--- config.mk ---
export PLATFORM = sky130hd
export DESIGN_NAME = multi_key_debounce
export DESIGN_NICKNAME = d
export VERILOG_FILES = /design/src/rtl/multi_key_debounce.sv
export SDC_FILE = /design/constraint.sdc
export NUM_CORES = 1
export LEC_CHECK = 0
export ABC_AREA = 1
export ABC_CLOCK_PERIOD_IN_PS = 1950
export CAP_MARGIN = 20
export CORE_MARGIN = 1.5
export CORE_UTILIZATION = 46
export CTS_CLUSTER_SIZE = 8
export DETAILED_ROUTE_END_ITERATION = 10
export MAX_ROUTING_LAYER = met4
export PLACE_DENSITY = 0.67
export SLEW_MARGIN = 20
export SYNTH_ARGS = -nofsm -noshare
export SYNTH_HDL_FRONTEND = slang
export SYNTH_SLANG_ARGS = --single-unit
export TNS_END_PERCENT = 50
--- constraint.sdc ---
create_clock -name clk -period 1.95 [get_ports clk]
set_input_delay 0.39 -clock clk [delete_from_list [all_inputs] [get_ports clk]]
set_output_delay 0.39 -clock clk [all_outputs]
set_load 0.05 [all_outputs]
--- src/rtl/multi_key_debounce.sv ---
// multi_key_debounce: N independent key channels, each a 2-flop synchroniser feeding a 4-state
// filter FSM; registered level, press/release pulses, any-event flag. Optional macro: LONG_PRESS_EN.
module multi_key_debounce #(
  parameter int NUM_KEYS       = 4,
  parameter int DEB_CYCLES     = 1_000_000,
  parameter int KEY_ACTIVE_LOW = 1,
  parameter int LONG_CYCLES    = 50_000_000
) (
  input  logic                clk,
  input  logic                rst,
  input  logic [NUM_KEYS-1:0] i_key,
  output logic [NUM_KEYS-1:0] o_key_state,
  output logic [NUM_KEYS-1:0] o_press_pulse,
  output logic [NUM_KEYS-1:0] o_release_pulse,
  output logic                o_key_flag,
  output logic [NUM_KEYS-1:0] o_long_press
);

  localparam int            CW       = $clog2(DEB_CYCLES);
  localparam logic [CW-1:0] CNT_LAST = CW'(DEB_CYCLES - 1);

  typedef enum logic [1:0] {
    ST_IDLE,
    ST_PRESS_FILT,
    ST_DOWN,
    ST_RELEASE_FILT
  } state_t;

  if (NUM_KEYS < 1 || DEB_CYCLES < 2 || LONG_CYCLES < 2) begin : g_param_check
    $error("multi_key_debounce: NUM_KEYS>=1, DEB_CYCLES>=2 and LONG_CYCLES>=2 required");
  end

  logic [NUM_KEYS-1:0] key_norm;
  logic [NUM_KEYS-1:0] sync1_q;
  logic [NUM_KEYS-1:0] sync2_q;
  state_t              state_q [NUM_KEYS];
  state_t              state_d [NUM_KEYS];
  logic [CW-1:0]       cnt_q   [NUM_KEYS];
  logic [CW-1:0]       cnt_d   [NUM_KEYS];
  logic [NUM_KEYS-1:0] key_state_q;
  logic [NUM_KEYS-1:0] key_state_d;
  logic [NUM_KEYS-1:0] press_q;
  logic [NUM_KEYS-1:0] press_d;
  logic [NUM_KEYS-1:0] release_q;
  logic [NUM_KEYS-1:0] release_d;
  logic                key_flag_q;
  logic                key_flag_d;

  // Internally 1 always means pressed, so reset value 0 of the sync chain is "released".
  assign key_norm = (KEY_ACTIVE_LOW != 0) ? ~i_key : i_key;

  always_comb begin
    for (int k = 0; k < NUM_KEYS; k++) begin
      state_d[k]     = state_q[k];
      cnt_d[k]       = cnt_q[k];
      key_state_d[k] = key_state_q[k];
      press_d[k]     = 1'b0;
      release_d[k]   = 1'b0;
      case (state_q[k])
        ST_IDLE: begin
          if (sync2_q[k]) begin
            state_d[k] = ST_PRESS_FILT;
            cnt_d[k]   = '0;
          end
        end
        ST_PRESS_FILT: begin
          if (!sync2_q[k]) begin
            state_d[k] = ST_IDLE;
            cnt_d[k]   = '0;
          end else if (cnt_q[k] == CNT_LAST) begin
            state_d[k]     = ST_DOWN;
            cnt_d[k]       = '0;
            key_state_d[k] = 1'b1;
            press_d[k]     = 1'b1;
          end else begin
            cnt_d[k] = cnt_q[k] + CW'(1);
          end
        end
        ST_DOWN: begin
          if (!sync2_q[k]) begin
            state_d[k] = ST_RELEASE_FILT;
            cnt_d[k]   = '0;
          end
        end
        ST_RELEASE_FILT: begin
          if (sync2_q[k]) begin
            state_d[k] = ST_DOWN;
            cnt_d[k]   = '0;
          end else if (cnt_q[k] == CNT_LAST) begin
            state_d[k]     = ST_IDLE;
            cnt_d[k]       = '0;
            key_state_d[k] = 1'b0;
            release_d[k]   = 1'b1;
          end else begin
            cnt_d[k] = cnt_q[k] + CW'(1);
          end
        end
        default: begin
          state_d[k] = ST_IDLE;
          cnt_d[k]   = '0;
        end
      endcase
    end
    key_flag_d = (|press_d) | (|release_d);
  end

  always_ff @(posedge clk) begin
    if (rst) begin
      sync1_q     <= '0;
      sync2_q     <= '0;
      key_state_q <= '0;
      press_q     <= '0;
      release_q   <= '0;
      key_flag_q  <= 1'b0;
      for (int k = 0; k < NUM_KEYS; k++) begin
        state_q[k] <= ST_IDLE;
        cnt_q[k]   <= '0;
      end
    end else begin
      sync1_q     <= key_norm;
      sync2_q     <= sync1_q;
      key_state_q <= key_state_d;
      press_q     <= press_d;
      release_q   <= release_d;
      key_flag_q  <= key_flag_d;
      for (int k = 0; k < NUM_KEYS; k++) begin
        state_q[k] <= state_d[k];
        cnt_q[k]   <= cnt_d[k];
      end
    end
  end

  assign o_key_state     = key_state_q;
  assign o_press_pulse   = press_q;
  assign o_release_pulse = release_q;
  assign o_key_flag      = key_flag_q;

`ifdef LONG_PRESS_EN
  localparam int            HW        = $clog2(LONG_CYCLES);
  localparam logic [HW-1:0] HOLD_LAST = HW'(LONG_CYCLES - 1);

  logic [HW-1:0]       hold_q [NUM_KEYS];
  logic [HW-1:0]       hold_d [NUM_KEYS];
  logic [NUM_KEYS-1:0] long_done_q;
  logic [NUM_KEYS-1:0] long_done_d;
  logic [NUM_KEYS-1:0] long_q;
  logic [NUM_KEYS-1:0] long_d;

  // Hold time restarts on press acceptance and on accepted release; a rejected release bounce
  // keeps counting. long_done blocks a repeat pulse while the counter sits saturated.
  always_comb begin
    for (int k = 0; k < NUM_KEYS; k++) begin
      hold_d[k]      = hold_q[k];
      long_done_d[k] = long_done_q[k];
      long_d[k]      = 1'b0;
      if (state_d[k] == ST_IDLE || state_q[k] == ST_IDLE || state_q[k] == ST_PRESS_FILT) begin
        hold_d[k]      = '0;
        long_done_d[k] = 1'b0;
      end else if (hold_q[k] == HOLD_LAST) begin
        if (!long_done_q[k]) begin
          long_d[k]      = 1'b1;
          long_done_d[k] = 1'b1;
        end
      end else begin
        hold_d[k] = hold_q[k] + HW'(1);
      end
    end
  end

  always_ff @(posedge clk) begin
    if (rst) begin
      long_done_q <= '0;
      long_q      <= '0;
      for (int k = 0; k < NUM_KEYS; k++) begin
        hold_q[k] <= '0;
      end
    end else begin
      long_done_q <= long_done_d;
      long_q      <= long_d;
      for (int k = 0; k < NUM_KEYS; k++) begin
        hold_q[k] <= hold_d[k];
      end
    end
  end

  assign o_long_press = long_q;
`else
  assign o_long_press = '0;
`endif

endmodule

* After elaboration in Yosys (flattened, before gate mapping)
Memories as Yosys holds them, arrays and structs flattened.
Index checks and enable logic that the tools add are counted.
** Storage, ports and cells
- Bits in registers :: 21
- Output and inout bits :: 17
- Bits in writable memories :: 88
- Memories :: 2
- Logic and storage cells :: 174
** Cells by class
- Equality and inequality tests :: 32
- Add/sub/neg operators :: 4
- Muxes and demuxes :: 103
- Reductions and logical operators :: 14
- Bitwise logic cells :: 10
** Memory list
- cnt_q :: words 4, width 20, read ports 4, clocked after memory_dff 0, wr ports 4, line 38 : logic [CW-1:0] cnt_q [NUM_KEYS];
- state_q :: words 4, width 2, read ports 4, clocked after memory_dff 0, wr ports 4, line 36 : state_t state_q [NUM_KEYS];
** Operators by type and width (count)
- $mux 20 :: 24
- $pmux 20 s4 :: 4
- $add 20x1->20 const B :: 4
- $eq 20x20->1 const B :: 4
- $mux 2 :: 28
- $mux 1 :: 39
- $ne 2x2->1 const B :: 16
- $pmux 2 s4 :: 4
- $reduce_and 5->1 :: 4
- $eq 2x2->1 const B :: 8
- $or 1x1->1 :: 9
- $eq 2x1->1 const B :: 4
- $logic_not 2->1 :: 4
- $pmux 1 s2 :: 4
- $reduce_bool 2->1 :: 4
- $reduce_or 4->1 :: 2
- $not 4->4 :: 1

* Longest topological paths before layout
An unclocked memory read counts as a cell.
- Depth in word-level cells :: 7
- Mapped depth :: 11
- Mapped depth without buffers :: 11

* Least setup slack after synthesis
No wires, ideal clock.
- Path type :: reg2reg
- From :: mem state_q[3][0] (netlist bit)
- To :: mem cnt_q[3][13] (netlist bit)
- Cell stages (with the launch flop) :: 11
- Required time :: 1.835 ns
- Setup slack :: 0.356 ns
- Arrival :: 1.480 ns
- Path buffers :: 0
- Setup time :: 0.115 ns
- Period minus slack after synthesis :: 1.594 ns
- Path through :: dfxtp_1 > inv_1 > ha_1 > nand2_1 > nand2_1 > nand2_4 > nand2_1 > nor2_1 > nand3_1 > xor2_1 > nor2_2
** RTL lines (line)
- start, declared :: 36
- end, declared :: 38

* Worst setup path after layout
- From :: reg key_state_q[3] (netlist: o_key_state[3])
- To :: out o_key_state[3]
** RTL lines
- start, declared :: line 40 : logic [NUM_KEYS-1:0] key_state_q;
- start signal, assigned :: line 122 : key_state_q <= key_state_d;
- end, declared :: line 12 : output logic [NUM_KEYS-1:0] o_key_state,
No word-level cell between the ends.

==> qor.yml <==
dr_wl_met2_mm: 5.96
gp_congestion: 0.870
async_reset_ff_frac: 0
dpl_cell_area_mm2: 0.00647
arrival_ps: 1490
critPathKind: "reg -> out"
skew_ps: 8.76
synth-seq-cells: 109
top_layer: "met4"
cts_setup_buffers: 0
ys_seq_area_frac: 0.355
layout_setup_ws_ps: 70.4
hold_violations: 0
area_growth_pct: 10.5
outcome: "completed"
start_util: 0.467
drc: 0
setup_viol: 0
clk_latency_ps: 350
die_w_um: 119
fin_nets: 961
antenna_cells: 0
synth_edf_count: 0
finalInstanceArea_mm2: 0.00678
drv_cap: 0
max-vdd-ir-drop_mv: 0.494
cts.htree.levels: 3
drt-met1-wl_mm: 6.61
mappedNetlistArea_mm2: 0.00614
cp.buffers_inverters: 1
syn_inst: 931
fillers: 1344
yosys_warnings: 0
crit_fanout: 2
clock_path_buffers: 2
start_kind: "flip-flop"
hold_buffers: 0
crit_start: "o_key_state[3]"
power_density_mw_per_mm2: 716
hpwlAfterDp_mm: 9.45
cts_tree: "yes"
dr.pass1.iters: 6
clkSinkCount: 109
rsz0062_at_grt: "false"
die_h_um: 119
final_cells: 1129
grt_pass1_wl_mm: 23.3
clkTransAtPathRegs_ps: 80
fmax_mhz: 532
avgRoutedWirePerCell_um: 11.6
drive_above_1_share: 0.105
reg2reg_from: "state_q[3][0]"
min_period_ps: 1880
critPathRequiredTime_ps: 1560
yosysUniqueCellTypes: 45
fin_crit_sh: 0.964
io_pins: 23
yosysMostFrequentCell: "nand2_1"
yosys-top-cells-area: "dfxtp_1 (36%), nand2_1 (17%), nor2_1 (6.7%)"
worstHoldStart: "sync1_q[2]"
min_path_type: "reg -> reg"
leakage_uw: 0.00251
cp_slowest_cell: "clkdlybuf4s50_1"
worstPathCellList: "clkdlybuf4s50_1"
die_area_mm2: 0.0140
postSynthAreaPerCell_um2: 6.59
synthTopCellsByCount: "nand2_1 (271), nor2_1 (110), dfxtp_1 (109)"
fin_setup_tns_ps: 0
track_usage: 0.205
drt-total-wl_mm: 13.1
post-place-cells: 1113
worst_slew_pin_slew_ps: 496
slew-limit-headroom: 0.668
drt-vias-per-instance: 4.88
synth.top_cell.area_share: 0.355
rows: 42
vias: 5508
cts-buffers-inserted: 9
ant_nets: 0
crit_path_end_kind: "output pin"
ys.flop_type: "dfxtp_1"
met3WireLength_um: 412
dp_slack_ps: 229
critPathMaxStageDelay_ps: 810
cts_resized: 0
drtIter0Drc: 379
grt_max_degree: 41
core_mm2: 0.0131
synth_top_area_cell: "dfxtp_1"
overflow: 0
crit_family: "buffers and inverters"
first_global_vias: 5033
antenna_found_initial: 0
drv_slew: 0
whs_ps: 408
cts_root_buf: "clkbuf_16"
port_buffers: 18
-- state kept, by name (all words and copies together), names as in the netlist, named ones only --
| name | flops |
|---|---|
| state_q | 4 |
| o_press_pulse | 4 |
| cnt_q | 80 |
| o_release_pulse | 4 |
| sync2_q | 4 |
| o_key_flag | 1 |
| o_key_state | 4 |
| sync1_q | 4 |
-- layout make-up --
class	instances	area, um^2	share of cell area
sequential	109	2180	0.322
timing repair buffer	29	268	0.0395
inverter	112	423	0.0623
tap	176	220	0.0325
clock buffer	10	239	0.0352
clock inverter	6	71.3	0.0105
multi-input combinational	687	3380	0.498
-- cell families (layout without fill, tap and decap cells) --
logic type                 after synthesis  after routing  share of synthesized area
xor gates and xnor gates                19             19                     0.0271
AOI/OAI and AO/OA                      115            115                      0.102
adders and majority gates                7              7                     0.0143
buffers and inverters                  138            157                     0.0958
and+or+nand+nor                        542            542                      0.405
other                                    1              4                   0.000611
DFF                                    109            109                      0.355
-- per-layer routing --
metal | GRT usage | vias up
met5 | - | -
met4 | 0.0452 | 0
met3 | 0.0487 | 12
met2 | 0.319 | 70
met1 | 0.273 | 2445
li1 | - | 2981
-- cells in the final DEF, fill, tap and decap left out, drive strengths merged --
cell type and n:
clkinv 3, conb 4, a21o 1, a21oi 60
xnor2 4, buf 13, nand3 73, xor2 15
and3 1, a31oi 1, o31ai 1, nand2 281
clkinvlp 2, o21ai 41, bufinv 1, dfxtp 109
nor3b 1, nor2 140, clkdlybuf4s50 16, a21boi 1
a211oi 2, inv 112, ha 7, nand3b 5
or2 4, o21a 2, nand4 22, o21bai 6
nor3 15, clkbuf 10
-- path summary, 6_finish.rpt --
path,endpoint,slack [ps],cells past startpoint
worst min-delay path,sync2_q[2],410,2
worst min register to register,sync2_q[2],410,2
worst max register to register,cnt_q[3][16],180,9
worst max-delay path,o_key_state[3],70,1
-- stage by stage --
stage | util | power (uW)
after floorplan | - | 2890
after global placement | 0.493 | 3010
after detailed placement | 0.493 | 3020
after CTS | 0.516 | 4930
after global routing | 0.516 | 5100
final | 0.516 | 4860
-- where the power goes --
| group | internal, uW | switching [uW] | total, uW |
|---|---|---|---|
| Combinational | 191 | 459 | 650 |
| Clock | 1040 | 859 | 1900 |
| Sequential | 2270 | 42.4 | 2310 |
| Total | 3500 | 1360 | 4860 |
(Power assumes the default switching activity.)
